==> src/rtl/note_sprite_pkg.sv <==
`default_nettype none
// +----------------------------------------------------------------------+
// | Module : note_sprite_pkg                                             |
// | Brief  : Shared types and constants for the note sprite scheduler.   |
// | Rev    : 1.0  initial release                                        |
// +----------------------------------------------------------------------+
package note_sprite_pkg;

  localparam int SPRITE_W     = 20;
  localparam int SPRITE_H     = 30;
  localparam int SPRITE_DEPTH = 600;

  // Storage width of slot coordinates; matches the default HW of the scheduler.
  localparam int COORD_W      = 10;

  typedef enum logic [1:0] {
    GLY_QTR_UP   = 2'd0,
    GLY_QTR_DOWN = 2'd1,
    GLY_HALF     = 2'd2,
    GLY_WHOLE    = 2'd3
  } glyph_t;

  typedef struct packed {
    logic               en;
    logic [COORD_W-1:0] x;
    logic [COORD_W-1:0] y;
    glyph_t             glyph;
  } slot_t;

  typedef enum logic [0:0] {
    S_LOAD    = 1'b0,
    S_PENDING = 1'b1
  } sched_state_t;

  // Glyph ROM address row*20+col built from shifts; row<30, col<20 so max 599.
  function automatic logic [9:0] rom_index(input logic [4:0] row, input logic [4:0] col);
    logic [9:0] r10;
    r10 = {5'd0, row};
    return (r10 << 4) + (r10 << 2) + {5'd0, col};
  endfunction

endpackage
`default_nettype wire

==> src/rtl/sprite_hit_prio.sv <==
`default_nettype none
// +----------------------------------------------------------------------+
// | Module : sprite_hit_prio                                             |
// | Brief  : Per-slot box hit test plus lowest-index priority encoder.   |
// | Rev    : 1.0  initial release                                        |
// +----------------------------------------------------------------------+
module sprite_hit_prio
  import note_sprite_pkg::*;
#(
  parameter int NUM_SLOTS = 8,
  parameter int HW        = 10,
  localparam int IW       = $clog2(NUM_SLOTS)
) (
  input  logic [HW-1:0]            hcount,
  input  logic [HW-1:0]            vcount,
  input  slot_t [NUM_SLOTS-1:0]    slots,
  output logic                     hit,
  output logic [IW-1:0]            winner,
  output logic [4:0]               row,
  output logic [4:0]               col
);

  // One extra bit keeps x+20 / y+30 from wrapping at the screen edge.
  localparam logic [HW:0] c_box_w = SPRITE_W[HW:0];
  localparam logic [HW:0] c_box_h = SPRITE_H[HW:0];

  logic [NUM_SLOTS-1:0] w_hit_vec;
  logic [4:0]           w_row [NUM_SLOTS];
  logic [4:0]           w_col [NUM_SLOTS];

  for (genvar i = 0; i < NUM_SLOTS; i++) begin : g_slot
    logic [HW:0] w_h;
    logic [HW:0] w_v;
    logic [HW:0] w_x;
    logic [HW:0] w_y;

    assign w_h = {1'b0, hcount};
    assign w_v = {1'b0, vcount};
    assign w_x = {1'b0, HW'(slots[i].x)};
    assign w_y = {1'b0, HW'(slots[i].y)};

    assign w_hit_vec[i] = slots[i].en
                        && (w_h >= w_x) && (w_h < w_x + c_box_w)
                        && (w_v >= w_y) && (w_v < w_y + c_box_h);

    // Only meaningful on a hit, where the offsets are below 20 / 30.
    assign w_col[i] = 5'(hcount - HW'(slots[i].x));
    assign w_row[i] = 5'(vcount - HW'(slots[i].y));
  end

  // Scan from the top so the lowest-index hitting slot is written last and wins.
  always_comb begin
    hit    = 1'b0;
    winner = '0;
    row    = '0;
    col    = '0;
    for (int i = NUM_SLOTS - 1; i >= 0; i--) begin
      if (w_hit_vec[i]) begin
        hit    = 1'b1;
        winner = IW'(i);
        row    = w_row[i];
        col    = w_col[i];
      end
    end
  end

endmodule
`default_nettype wire

==> src/rtl/note_sprite_scheduler.sv <==
`default_nettype none
// +----------------------------------------------------------------------+
// | Module : note_sprite_scheduler                                       |
// | Brief  : Shares one note-glyph ROM among NUM_SLOTS on-screen notes;  |
// |          shadow/active slot tables, 3-stage pixel pipeline.          |
// | Rev    : 1.0  initial release                                        |
// +----------------------------------------------------------------------+
module note_sprite_scheduler
  import note_sprite_pkg::*;
#(
  parameter int NUM_SLOTS = 8,
  parameter int HW        = 10,
  localparam int IW       = $clog2(NUM_SLOTS)
) (
  input  logic          clk,
  input  logic          reset,
  input  logic          pix_valid,
  input  logic [HW-1:0] hcount,
  input  logic [HW-1:0] vcount,
  input  logic          frame_start,
  input  logic          wr_valid,
  output logic          wr_ready,
  input  logic [IW-1:0] wr_slot,
  input  logic          wr_en,
  input  logic [HW-1:0] wr_x,
  input  logic [HW-1:0] wr_y,
  input  logic [1:0]    wr_glyph,
  input  logic          commit,
  output logic          commit_pending,
  output logic [9:0]    rom_addr,
  output logic [1:0]    rom_glyph,
  input  logic          rom_pixel,
  output logic          pix_out_valid,
  output logic          note_on
);

  sched_state_t           r_state;
  sched_state_t           w_state_nxt;
  slot_t [NUM_SLOTS-1:0]  r_shadow;
  slot_t [NUM_SLOTS-1:0]  r_active;
  logic                   w_wr_fire;
  logic                   w_apply;

  logic                   w_hit;
  logic                   w_hit_q;
  logic [IW-1:0]          w_winner;
  logic [4:0]             w_row;
  logic [4:0]             w_col;

  logic [9:0]             r_rom_addr;
  glyph_t                 r_rom_glyph;
  logic                   r_hit_d1;
  logic                   r_valid_d1;
  logic                   r_hit_d2;
  logic                   r_valid_d2;
  logic                   r_note_on;
  logic                   r_pix_out_valid;

  // Scheduler state register.
  always_ff @(posedge clk) begin
    if (reset) r_state <= S_LOAD;
    else       r_state <= w_state_nxt;
  end

  // Next state: LOAD waits for commit, PENDING waits for the frame boundary.
  always_comb begin
    w_state_nxt = r_state;
    case (r_state)
      S_LOAD:    if (commit)      w_state_nxt = S_PENDING;
      S_PENDING: if (frame_start) w_state_nxt = S_LOAD;
      default:                    w_state_nxt = S_LOAD;
    endcase
  end

  // State-decoded handshake outputs.
  always_comb begin
    wr_ready       = 1'b0;
    commit_pending = 1'b0;
    case (r_state)
      S_LOAD:    wr_ready       = 1'b1;
      S_PENDING: commit_pending = 1'b1;
      default:   wr_ready       = 1'b0;
    endcase
  end

  assign w_wr_fire = wr_valid & wr_ready;
  assign w_apply   = (r_state == S_PENDING) & frame_start;

  // Shadow table: written only while loading, so a pending commit sees a frozen copy.
  always_ff @(posedge clk) begin
    if (reset) begin
      r_shadow <= '0;
    end else if (w_wr_fire) begin
      r_shadow[wr_slot] <= '{en: wr_en, x: COORD_W'(wr_x), y: COORD_W'(wr_y),
                             glyph: glyph_t'(wr_glyph)};
    end
  end

  // Active table: whole-table copy on the frame boundary only.
  always_ff @(posedge clk) begin
    if (reset)        r_active <= '0;
    else if (w_apply) r_active <= r_shadow;
  end

  sprite_hit_prio #(
    .NUM_SLOTS (NUM_SLOTS),
    .HW        (HW)
  ) u_hit_prio (
    .hcount (hcount),
    .vcount (vcount),
    .slots  (r_active),
    .hit    (w_hit),
    .winner (w_winner),
    .row    (w_row),
    .col    (w_col)
  );

  assign w_hit_q = w_hit & pix_valid;

  // Stage 1: drive the shared ROM with the winner's address and glyph.
  always_ff @(posedge clk) begin
    if (reset) begin
      r_rom_addr  <= '0;
      r_rom_glyph <= GLY_QTR_UP;
      r_hit_d1    <= 1'b0;
      r_valid_d1  <= 1'b0;
    end else begin
      r_rom_addr  <= w_hit_q ? rom_index(w_row, w_col) : 10'd0;
      r_rom_glyph <= w_hit_q ? r_active[w_winner].glyph : GLY_QTR_UP;
      r_hit_d1    <= w_hit_q;
      r_valid_d1  <= pix_valid;
    end
  end

  // Stage 2: carry hit/valid alongside the ROM's own output register.
  always_ff @(posedge clk) begin
    if (reset) begin
      r_hit_d2   <= 1'b0;
      r_valid_d2 <= 1'b0;
    end else begin
      r_hit_d2   <= r_hit_d1;
      r_valid_d2 <= r_valid_d1;
    end
  end

  // Stage 3: composite ROM ink with the aligned hit/valid.
  always_ff @(posedge clk) begin
    if (reset) begin
      r_note_on       <= 1'b0;
      r_pix_out_valid <= 1'b0;
    end else begin
      r_note_on       <= rom_pixel & r_hit_d2 & r_valid_d2;
      r_pix_out_valid <= r_valid_d2;
    end
  end

  assign rom_addr      = r_rom_addr;
  assign rom_glyph     = r_rom_glyph;
  assign note_on       = r_note_on;
  assign pix_out_valid = r_pix_out_valid;

endmodule
`default_nettype wire

==> config.mk <==
export PLATFORM = sky130hd
export DESIGN_NAME = note_sprite_scheduler
export DESIGN_NICKNAME = d
export VERILOG_FILES = /design/src/rtl/note_sprite_pkg.sv /design/src/rtl/sprite_hit_prio.sv /design/src/rtl/note_sprite_scheduler.sv
export SDC_FILE = /design/constraint.sdc
export NUM_CORES = 1
export LEC_CHECK = 0
export CORE_ASPECT_RATIO = 0.5
export CORE_MARGIN = 2
export CORE_UTILIZATION = 30
export CTS_CLUSTER_DIAMETER = 100
export DETAILED_ROUTE_END_ITERATION = 10
export SLEW_MARGIN = 0
export SYNTH_ARGS = -nofsm -noshare
export SYNTH_HDL_FRONTEND = slang
export SYNTH_SLANG_ARGS = --single-unit
==> constraint.sdc <==
create_clock -name clk -period 6.8 [get_ports clk]
set_clock_uncertainty 0.15 [all_clocks]
set_input_delay 1.36 -clock clk [delete_from_list [all_inputs] [get_ports clk]]
set_output_delay 1.36 -clock clk [all_outputs]
set_load 0.02 [all_outputs]
Yosys cells after proc, flatten, opt, wreduce, memory -nomap -nowiden

Cells that the tools add are included.
W data, S select, Z words.

$add $sub $neg: 34
Order comparisons: 35
Mux-type cells: 42
Bitwise gates (word level): 7
Reduce and logical (&&, ||, !) cells: 34

Operators by type and width:

| cell                    | count |
|---|---|
| $bwmux W184             | 1 |
| $add A10 B5 Y11 const B | 16 |
| $lt A10 B11 Y1          | 16 |
| $ge A10 B10 Y1          | 16 |
| $mux W5                 | 16 |
| $sub A5 B5 Y5           | 16 |
| $bmux W23 S3            | 1 |
| $demux W23 S3           | 1 |
| $logic_and A1 B1 Y1     | 33 |
| $mux W3                 | 8 |
| $mux W23                | 1 |
| $mux W1                 | 12 |
| $add A10 B5 Y10         | 1 |
| $add A9 B7 Y10          | 1 |
| $lt A3 B4 Y1 const B    | 2 |
| $and A1 B1 Y1           | 5 |
| $ge A3 B1 Y1 const B    | 1 |
| $mux W2                 | 1 |
| $not A1 Y1              | 2 |
| $pmux W1 S2             | 1 |
| $reduce_or A2 Y1        | 1 |

Bits in registers: 387
Input bits: 53
Output and inout bits: 16
Word-level logic and storage cells: 225

Depth between registers and ports, before layout

Gate-level depths: netlist of run 1.

Word-level depth: 16
Depth in mapped cells: 27
Gate-level depth less buffers: 26

Hierarchy

From an unflattened synthesis of run 1, not the netlist that was laid out.

Cells, all modules: 3118
Area total of the unflattened synthesis: 24791.3 um^2

By module, submodules not included:

| module                | times used | cells an instance | area each (um^2) | seq. area each (um^2) |
|---|---|---|---|---|
| note_sprite_scheduler | 1          | 1754              | 14381.3          | 7747.4 |
| sprite_hit_prio       | 1          | 1364              | 10410.0          | 0.0 |

Worst setup path before layout of run 1

OpenSTA, ideal clock, no wires.

Kind: in2reg
Start: in vcount[0]
End: reg r_rom_addr[8] (netlist: rom_addr[8])
Library setup time: 0.135 ns
Data arrival time: 5.742 ns
Required time: 6.515 ns
Path slack: 0.774 ns
Stages on the path: 25
Buffers on the path: 1
Cells stage by stage: inv_1 ha_1 inv_1 fa_1 a21o_1 a21oi_1 a21oi_1 o41ai_1 a311o_1 or2_1 clkbuf_1 nand2b_1 nor3_1 a211oi_1 o31ai_1 a22oi_1 fa_1 inv_1 ha_1 a21o_1 a21o_1 a21o_1 a21oi_1 xor2_1 nor2_1

Longest elaborated chain between the ends: 14
Elaborated cells on any way between the ends: 69
Classes of those cells: 10 x add/sub; 16 x order compare; 24 x mux; 2 x bitwise; 17 x reduce/logical

RTL lines:

| item                                                                    | RTL line                     | source |
|---|---|---|
| start: declaration                                                      | note_sprite_scheduler.sv:19  | `input logic [HW-1:0] vcount,` |
| parallel branches: the longest is 14 deep, another holds $ge A10 B10 Y1 | --                           |  |
| end signal: assignment                                                  | note_sprite_scheduler.sv:128 | `r_rom_addr <= w_hit_q ? rom_index(w_row, w_col) : 10'd0;` |
| end: declaration                                                        | note_sprite_scheduler.sv:50  | `logic [9:0] r_rom_addr;` |

Several ways; the timed one is not identified.
A chain may end at the register's enable or synchronous reset.

Worst setup path after layout of run 1

Same ends and word-level chain as after synthesis.

==> results.md, run 1 <==
- Outcome: complete, no violations
- Die Y: 203.3 µm
- DRT Pass-1 Iters: 5
- # Post-CTS Setup Buffers: 0
- Combinational family with the most area after synthesis: simple AND/OR/NAND/NOR gates
- Total GRT Usage: 18.77%
- CP startpoint: vcount[0]
- Post-synthesis mux area share: 0.3045%
- CP Data Arrival Time: 6.67 ns
- Final Total Pwr: 0.005245 W
- Min-Delay Path Class: flop to flop
- Power per cell area: 189.8 mW/mm²
- Number of distinct library cells after synthesis: 81
- CTS tree: done
- Pleak: 9.889 nW
- Reg2reg setup slack: 1.03 ns
- Least-Margin Pin Slew: 1.250 ns
- Syn avg cell area: 7.786 µm²
- Pre-CTS WS: -0.1104 ns
- XOR/XNOR Fraction of Synth Area: 5.476%
- Final setup margin: 0.4515 ns
- Rows: 73
- Placer Congestion: 0.9622
- Post-synthesis adder-cell area fraction: 18.37%
- Gr ovfl total: 0
- Crit share post-route: 93.36%
- Sink Count: 387
- FMAX: 157.5 MHz
- CP Capture Point: rom_addr[8]
- Synth Area in Compound Gates: 18.71%
- Layout cells sized above 1: 6.361%
- I/O pins: 69
- Worst R2R Start: r_active[26]
- Peak supply drop: 0.1558 mV
- HPWL Detailed: 56260 µm
- R2R depth: 26
- Area growth syn-to-layout: 15.97%
- Post-DR vias/cell: 5.094
- DRT iter0 DRCs: 1682
- Sequential share of the synthesized area: 32.51%
- Clk root buf: clkbuf_16
- Area of the die: 0.08185 mm²
- Final setup violation count: 0
- Psw: 0.001373 W
- Yosys reg bits: 387
- DR vias: 21480
- First-pass GRT wire length: 120600 µm
- Worst-path clk slew: 0.07 ns
- Commonest cells in the netlist: nand2_1, a21oi_1, dfxtp_1
- Internal power: 0.003872 W
- Layout Nets: 3522
- Switching share of power: 26.18%
- WHS Path Cells: 2
- Crit end category: flop
- DRC viols: 0
- Unrepaired setup endpoints after global routing: false
- Seq pwr share: 44.0%
- Util after Layout: 34.98%
- Async SR Flop Fraction: 0%
- Most common cell in the synthesized netlist: nand2_1
- H-tree lvl count: 2
- Yosys warning total: 0
- Post-synth EDFFs: 0
- PostCTS Resize Cnt: 0
- Largest net degree at the start of global routing: 212
- Initial antenna violation count: 7
- Logic pwr share: 11.6%
- Synth Flop Type: dfxtp_1
- Max Cap Violations: 0
- Crit Path Class: input pin to flop
- Clock Power Share: 44.4%
- CP max FO: 6
- Final Hold Fails: 0
- Post-synthesis cell area: 0.02383 mm²
- Critical R2R Capture: rom_addr[8]
- Clock buffer depth: 3
- Placeable Area: 0.07901 mm²
- Vias in the first global route: 20490
- Yosys top cell by area: dfxtp_1
- Slew headroom: 16.19%
- Hold Slack: 0.2947 ns
- Fill cells: 8194
- Top post-synthesis cells by area: dfxtp_1, ha_1, nand2_1, a21oi_1, xnor2_1
- Count of pins over their slew limit: 0
- Minimum clock period: 6.348 ns
- CTS buffer count: 41
- Final wirelength: 78380 µm
- CP Launch Type: input pin
- Synth Area in Simple Gates: 19.08%
- Post-route ant nets: 0
- Share of the synthesized area in the top cell type: 32.51%
- Clk Latency, worst-skew pair: 0.57 ns
- CTS Hold Buffers Added: 0
- Post-Syn Nets: 3453
- Routed WL per cell: 18.59 µm
- DIE WIDTH: 402.6 µm
- Final setup TNS: 0 ns
- CP required: 7.12 ns
- IO buf count: 68
- Initial Util: 30.16%
- Gate Count Post-Synth: 3061
-- critical path: stages --
cell	delay (ns)
clkdlybuf4s50_1	0.40
inv_1	0.25
ha_1	0.25
inv_1	0.07
fa_1	0.40
a21o_1	0.17
a21oi_1	0.22
a21oi_1	0.10
o41ai_1	0.32
buf_4	0.18
a311o_1	0.19
or2_1	0.25
nand2b_1	0.13
nor3_1	0.21
a211oi_1	0.07
o31ai_1	0.10
a22oi_1	0.17
fa_1	0.56
inv_1	0.06
ha_1	0.29
a21o_1	0.18
a21o_1	0.18
a21o_1	0.17
a21oi_1	0.17
xor2_1	0.15
nor2_1	0.05
-- state kept, by name (all words and copies together) (netlist names) --
| register | cells |
|---|---|
| pix_out_valid | 1 |
| r_hit_d2 | 1 |
| r_valid_d2 | 1 |
| r_shadow | 184 |
| r_hit_d1 | 1 |
| rom_glyph | 2 |
| rom_addr | 10 |
| r_valid_d1 | 1 |
| r_state | 1 |
| note_on | 1 |
| r_active | 184 |
-- layout by cell type, fill, tap and decap left out, types with 6 or more instances in the layout --
| cell | synthesis | routed |
|---|---|---|
| clkinv_2 | 0 | 6 |
| o21a_1 | 22 | 22 |
| a211o_1 | 6 | 6 |
| xor2_1 | 27 | 27 |
| nor2_1 | 79 | 79 |
| fa_1 | 18 | 18 |
| and3_1 | 15 | 15 |
| nor3_1 | 48 | 47 |
| clkdlybuf4s50_1 | 0 | 67 |
| nor2b_1 | 21 | 20 |
| o2111ai_1 | 16 | 16 |
| a2111oi_0 | 10 | 10 |
| inv_1 | 186 | 186 |
| a21o_1 | 47 | 47 |
| clkbuf_1 | 117 | 11 |
| nand2_1 | 807 | 806 |
| buf_12 | 0 | 13 |
| a211oi_1 | 10 | 10 |
| nand3_1 | 24 | 24 |
| o21ai_1 | 9 | 9 |
| nand2b_1 | 18 | 18 |
| o211ai_1 | 16 | 16 |
| o31ai_1 | 10 | 10 |
| o221ai_1 | 7 | 7 |
| o22ai_1 | 6 | 6 |
| buf_4 | 0 | 99 |
| o21ai_0 | 58 | 58 |
| nand4_1 | 25 | 25 |
| ha_1 | 321 | 321 |
| diode_2 | 0 | 6 |
| nor4_1 | 11 | 9 |
| a31oi_1 | 13 | 13 |
| xnor2_1 | 122 | 122 |
| a21oi_1 | 468 | 468 |
| dfxtp_1 | 387 | 387 |
| clkbuf_16 | 0 | 43 |
-- metrics by stage --
| step | cell area, µm² | cells |
|---|---|---|
| 3_3_place_gp | 26250 | 4137 |
| 4_1_cts | 27620 | 4210 |
| 6_report | 27640 | 4216 |
| 5_1_grt | 27630 | 4214 |
| 3_5_place_dp | 26250 | 4137 |
| 2_1_floorplan | 23830 | 3061 |
-- routing by layer --
layer	wire [µm]	vias up	share of wire, %	GRT usage, %
li1	-	10580	-	-
met1	35880	10260	46	25.19
met2	35640	528	45	31.08
met3	4463	119	5.7	2.486
met4	2396	0	3.1	6.351
met5	0	-	0	0
-- final cells by class --
class                           count  area, µm²  share of cell area [%]
Tap cell                         1050       1314                   4.754
Timing Repair Buffer              180       1689                   6.112
Clock buffer                       59       1186                   4.292
Clock inverter                     14      181.4                  0.6565
Antenna cell                        6      15.01                 0.05433
Sequential cell                   387       7747                   28.03
Multi-Input combinational cell   2333      14800                   53.56
Inverter                          187      701.9                   2.540
-- power by group through the flow --
stage               Clock, W  Sequential, W  Combinational [W]
global placement           0        0.00236           0.000592
global route         0.00246        0.00231           0.000667
detailed placement         0        0.00236           0.000601
finish               0.00233        0.00231           0.000608
CTS                  0.00237        0.00231           0.000605
floorplan                  0        0.00235           0.000333
-- worst min-delay path by stage --
stage / from / endpoint / slack [ns]
after floorplan: r_hit_d1 / r_hit_d2 / 0.26
after global placement: r_shadow[41] / r_active[41] / 0.28
after detailed placement: r_shadow[170] / r_active[170] / 0.29
after CTS: r_shadow[183] / r_active[183] / 0.30
after global routing: r_shadow[183] / r_active[183] / 0.31
final: r_shadow[183] / r_active[183] / 0.29
-- cell families (layout without fill, tap and decap cells) --
family	Yosys count	after routing
and+or+nand+nor	1084	1084
other	0	6
xor gates and xnor gates	149	149
adders and majority gates	339	339
AOI/OAI and AO/OA	754	754
muxes	7	7
buffers and inverters	341	440
DFF	387	387
No activity file was read; power rests on OpenSTA's default activity.
==> run 2, diff against run 1 <==
--- a/config.mk
+++ b/config.mk
@@ -5,7 +5,6 @@
 export SDC_FILE = /design/constraint.sdc
 export NUM_CORES = 1
 export LEC_CHECK = 0
-export CORE_ASPECT_RATIO = 0.5
 export CORE_MARGIN = 2
 export CORE_UTILIZATION = 30
 export CTS_CLUSTER_DIAMETER = 100
==> results.md, run 2 (synthesized netlist as in run 1, its figures left out) <==
- Final Total Pwr: 0.005334 W (+1.7%)
- Crit Path Class: input pin to flop
- # placed instances: 4144 (+0.17%)
- Rows: 103 (+41%)
- DRT Pass-1 Iters: 5 (unchanged)
- Final wirelength: 76260 µm (-2.7%)
- Area growth syn-to-layout: 16.39%
- Total GRT Usage: 18.36% (-0.41 points)
- Util after Layout: 35.17% (+0.19 points)
- DR vias: 21130 (-1.6%)
- Most common cell after layout, fill and taps aside: nand2_1
- Final setup violation count: 0 (unchanged)
- R2R depth: 26 (unchanged)
- Area of the die: 0.08171 mm² (-0.17%)
- Largest net degree at the start of global routing: 141 (-33%)
- CP required: 7.13 ns (about the same)
- Least-Margin Pin Slew: 1.131 ns (-0.1192 ns)
- Commonest cells after routing, fill and taps aside: nand2_1, a21oi_1, dfxtp_1, ha_1, inv_1
- CP Data Arrival Time: 6.67 ns (about the same)
- WL met1: 36390 µm (+1.4%)
- H-tree lvl count: 2 (unchanged)
- Min-Delay Path Class: flop to flop
- Critical R2R Capture: rom_addr[9]
- Placer Congestion: 0.9100 (-5.4%)
- Initial Util: 30.22% (+0.052 points)
- Placeable Area: 0.07887 mm² (-0.17%)
- Crit end category: flop
- Count of pins over their slew limit: 0 (unchanged)
- Slew headroom: 24.36% (+8.2 points)
- Post-route ant nets: 0 (unchanged)
- CTS tree: done
- Initial antenna violation count: 4 (-3)
- Vias in the first global route: 19510 (-4.8%)
- PostCTS Resize Cnt: 0 (unchanged)
- Hold path startpoint: r_shadow[51]
- Gr ovfl total: 0 (unchanged)
- DR WL met3: 4417 µm (-1.0%)
- Met2 routed WL: 33050 µm (-7.3%)
- Minimum clock period: 6.343 ns (-0.005720 ns)
- CTS buffer count: 45 (+9.8%)
- Layout Nets: 3533 (+0.31%)
- DRC viols: 0 (unchanged)
- Die Y: 285.9 µm (+41%)
- Clk root buf: clkbuf_16
- Peak supply drop: 0.1545 mV (-0.81%)
- IO buf count: 68 (unchanged)
- Pleak: 9.945 nW (+0.57%)
- Post-DR vias/cell: 5.004 (-1.8%)
- Clk Latency, worst-skew pair: 0.59 ns (+0.02 ns)
- Max Cap Violations: 0 (unchanged)
- CTS Hold Buffers Added: 0 (unchanged)
- Layout cells sized above 1: 6.620% (+0.26 points)
- Layout Cells excl Fill: 4223 (+0.17%)
- DIE WIDTH: 285.9 µm (-29%)
- WHS Path Cells: 2 (unchanged)
- First-pass GRT wire length: 116800 µm (-3.1%)
- FMAX: 157.7 MHz (about the same)
- Hold Path End: r_active[51]
- DRT iter0 DRCs: 1522 (-9.5%)
- Worst R2R Start: r_active[26]
- Clock buffer depth: 3 (unchanged)
- Outcome: complete, no violations
- Worst-path clk slew: 0.06 ns (about the same)
- Reg2reg setup slack: 1.07 ns (+0.04 ns)
- Final Hold Fails: 0 (unchanged)
- HPWL Detailed: 56160 µm (-0.19%)
- Sink Count: 387 (unchanged)
- CP Launch Type: input pin
- Crit share post-route: 93.28% (about the same)
- CP max FO: 6 (unchanged)
- Unrepaired setup endpoints after global routing: false
- Fill cells: 8336 (+1.7%)
- I/O pins: 69 (unchanged)
- # Post-CTS Setup Buffers: 0 (unchanged)
- Power per cell area: 192.3 mW/mm² (+1.3%)
- Top Layer Used: met4
- Routed WL per cell: 18.06 µm (-2.9%)
## run 2: through the flow
| stage | area [µm²] | hold slack, ns | TNS (ns) | worst slack, ns |
|---|---|---|---|---|
| finish | 27740 | 0.2855 | 0 | 0.4572 |
| global route | 27730 | 0.3026 | 0 | 0.1438 |
| CTS | 27730 | 0.2762 | 0 | 0.4626 |
| detailed placement | 26280 | 0.2811 | -0.3248 | -0.1343 |
| global placement | 26280 | 0.2712 | -0.09441 | -0.05787 |
| floorplan | 23830 | 0.2638 | 0 | 0.7736 |
## run 2: area by class of cell
cell class / instances / area [µm²] / share of cell area, %
clock buffer: 70 / 1353 / 4.876
timing repair buffer: 187 / 1717 / 6.189
sequential: 387 / 7747 / 27.93
tap: 1050 / 1314 / 4.737
inverter: 187 / 701.9 / 2.531
antenna: 1 / 2.502 / 0.009022
multi-input combinational: 2333 / 14800 / 53.36
clock inverter: 8 / 101.3 / 0.3654
## run 2: worst max path at each step
stage,start,endpoint,slack (ns),cells past startpoint
after global placement,hcount[0],rom_addr[8],-0.06,23
after CTS,hcount[0],rom_addr[9],0.46,22
after floorplan,vcount[0],rom_addr[8],0.77,25
after global routing,hcount[0],rom_addr[8],0.14,25
after detailed placement,hcount[0],rom_addr[9],-0.13,22
final,hcount[0],rom_addr[9],0.46,22
## run 2: power breakdown
| part | switching (W) | internal (W) | leakage (nW) |
|---|---|---|---|
| registers | 0.0000145 | 0.00229 | 3.12 |
| clock network | 0.000994 | 0.00143 | 0.701 |
| logic | 0.000384 | 0.000214 | 6.12 |
## run 2: worst max-delay path: stages
cell and delay (ns):
clkdlybuf4s50_1 0.56, inv_1 0.21, ha_1 0.29, fa_1 0.38
nand2b_1 0.15, o2bb2ai_1 0.14, a21oi_1 0.12, o21ai_0 0.14
a311o_1 0.42, or2_1 0.28, and2_1 0.22, a221o_1 0.33
a21oi_1 0.17, o31ai_1 0.12, fa_1 0.51, inv_1 0.06
buf_4 0.13, fa_1 0.44, a21o_1 0.17, a21oi_1 0.19
nor2b_1 0.09, o211a_1 0.20
## run 2: per-layer routing
| layer | vias up | global-route usage [%] |
|---|---|---|
| met1 | 9902 | 26.03 |
| li1 | 10610 | - |
| met2 | 511 | 28.26 |
| met4 | 0 | 6.610 |
| met5 | - | 0 |
| met3 | 109 | 2.592 |
==> run 3, diff against run 2 <==
--- a/config.mk
+++ b/config.mk
@@ -5,7 +5,7 @@
 export SDC_FILE = /design/constraint.sdc
 export NUM_CORES = 1
 export LEC_CHECK = 0
-export CORE_MARGIN = 2
+export CORE_MARGIN = 4
 export CORE_UTILIZATION = 30
 export CTS_CLUSTER_DIAMETER = 100
 export DETAILED_ROUTE_END_ITERATION = 10
==> results.md, run 3 (synthesized netlist as in run 1, its figures left out) <==
- Clk Latency, worst-skew pair: 0.58 ns (about the same)
- CP max FO: 5 (-1)
- Count of pins over their slew limit: 0 (unchanged)
- Final setup TNS: 0 ns (unchanged)
- Unrepaired setup endpoints after global routing: false
- CTS tree: done
- Final setup violation count: 0 (unchanged)
- # Post-CTS Setup Buffers: 0 (unchanged)
- Util after Layout: 35.09% (-0.075 points)
- CP Cell Sequence: clkdlybuf4s50_1 > inv_1 > buf_4 > fa_1 > nor2b_1 > o21ai_0 > nand2b_1 > o2111a_1 > o21ai_0 > or4_1 > nor3_1 > a211oi_1 > o31ai_1 > a22oi_1 > fa_1 > inv_1 > buf_4 > fa_1 > a21o_1 > a21oi_1 > nor2b_1 > o211a_1
- Min-Delay Path Class: flop to flop
- Hold path startpoint: r_shadow[148]
- FMAX: 157.6 MHz (about the same)
- Placer Congestion: 0.9214 (+1.3%)
- Post-route ant nets: 0 (unchanged)
- Max Cap Violations: 0 (unchanged)
- DR vias: 21110 (-0.11%)
- Layout Nets: 3520 (-0.37%)
- First-pass GRT wire length: 117200 µm (+0.37%)
- Sink Count: 387 (unchanged)
- IO buf count: 68 (unchanged)
- Minimum clock period: 6.344 ns (+0.001531 ns)
- Commonest cells after routing, fill and taps aside: nand2_1, a21oi_1, dfxtp_1, ha_1, inv_1
- Post-DR vias/cell: 5.012 (+0.18%)
- Gr ovfl total: 0 (unchanged)
- WHS Path Cells: 2 (unchanged)
- Reg2reg setup slack: 0.98 ns (-0.09 ns)
- Cell area after layout: 0.02768 mm² (-0.21%)
- Crit Path Class: input pin to flop
- Power per cell area: 194.1 mW/mm² (+0.95%)
- Initial antenna violation count: 5 (+1)
- Pleak: 9.917 nW (-0.28%)
- Layout cells sized above 1: 6.456% (-0.16 points)
- DRT iter0 DRCs: 1535 (+0.85%)
- Worst R2R Start: r_active[26]
- Most used cell, CP: fa_1
- Vias in the first global route: 19710 (+1.1%)
- Area of the die: 0.08401 mm² (+2.8%)
- Largest net degree at the start of global routing: 194 (+38%)
- Critical Path Max Stage Delay: 0.63 ns (+0.07 ns)
- Least-Margin Pin Slew: 1.173 ns (+0.04212 ns)
- Hold Path End: r_active[148]
- DIE WIDTH: 289.9 µm (+1.4%)
- I/O pins: 69 (unchanged)
- Placed Area: 0.02619 mm² (-0.33%)
- Peak supply drop: 0.1834 mV (+19%)
- CTS Hold Buffers Added: 0 (unchanged)
- Area growth syn-to-layout: 16.14%
- Outcome: complete, no violations
- Critical R2R Capture: rom_addr[9]
- Initial Util: 30.22% (unchanged)
- DRC viols: 0 (unchanged)
- Final Hold Fails: 0 (unchanged)
- Final Total Pwr: 0.005373 W (+0.73%)
- DRT Pass-1 Iters: 5 (unchanged)
- Slowest-stage cell, CP: clkdlybuf4s50_1
- Worst-path clk slew: 0.06 ns (about the same)
- Total GRT Usage: 17.54% (-0.82 points)
- Slew headroom: 21.35% (-3.0 points)
- Placeable Area: 0.07887 mm² (unchanged)
- Rows: 103 (unchanged)
- Die Y: 289.9 µm (+1.4%)
- Crit end category: flop
- H-tree lvl count: 2 (unchanged)
- CP Launch Type: input pin
- CP required: 7.12 ns (about the same)
- Clock buffer depth: 3 (unchanged)
- Routed WL per cell: 18.25 µm (+1.0%)
- Clk root buf: clkbuf_16
- Final wirelength: 76840 µm (+0.76%)
- R2R depth: 25 (-3.8%)
- Most common cell after layout, fill and taps aside: nand2_1
- HPWL Detailed: 55250 µm (-1.6%)
- CP Data Arrival Time: 6.66 ns (about the same)
- PostCTS Resize Cnt: 0 (unchanged)
- CTS buffer count: 44 (-2.2%)
- Crit share post-route: 93.30% (about the same)
-- run 3: power by group --
group	internal (W)	switching (W)	total (W)
logic	0.000213	0.000383	0.000596
clock network	0.00147	0.00100	0.00247
registers	0.00229	0.0000143	0.00231
-- run 3: layout make-up --
cell class,count,area [µm²]
antenna,1,2.502
clock buffer,59,1239
clock inverter,19,244.0
fill,8305,51190
inverter,187,701.9
multi-input combinational,2333,14800
sequential,387,7747
tap,1050,1314
timing repair buffer,175,1634
-- run 3: worst max-delay path: cells and delay by family --
family / cells / cell delay (ns)
adder cells (fa/ha/maj): 3 / 1.44
AO/OA/AOI/OAI: 9 / 1.38
AND/OR/NAND/NOR: 5 / 1.20
buffers and inverters: 5 / 1.27
-- run 3: worst max-delay path by stage --
stage / slack, ns / to / startpoint
CTS: 0.53 / rom_addr[9] / hcount[1]
detailed placement: -0.06 / rom_addr[9] / hcount[1]
finish: 0.46 / rom_addr[9] / hcount[1]
global route: 0.18 / rom_addr[8] / hcount[1]
floorplan: 0.77 / rom_addr[8] / vcount[0]
global placement: -0.01 / rom_addr[9] / hcount[1]
-- run 3: metrics by stage --
step | instances | hold slack [ns] | worst slack (ns)
finish | 4211 | 0.2853 | 0.4557
global route | 4210 | 0.3112 | 0.1769
CTS | 4210 | 0.2828 | 0.5297
detailed placement | 4132 | 0.2781 | -0.06161
global placement | 4132 | 0.2731 | -0.01031
floorplan | 3061 | 0.2638 | 0.7736
-- run 3: metal layers --
| metal | GRT usage (%) | vias to the layer above | share of wire, % | routed length [µm] |
|---|---|---|---|---|
| li1 | - | 10580 | - | - |
| met1 | 24.01 | 9964 | 47 | 36120 |
| met2 | 29.19 | 469 | 46 | 35460 |
| met3 | 2.273 | 94 | 4.4 | 3413 |
| met4 | 4.630 | 0 | 2.4 | 1840 |
| met5 | 0 | - | 0 | 0 |
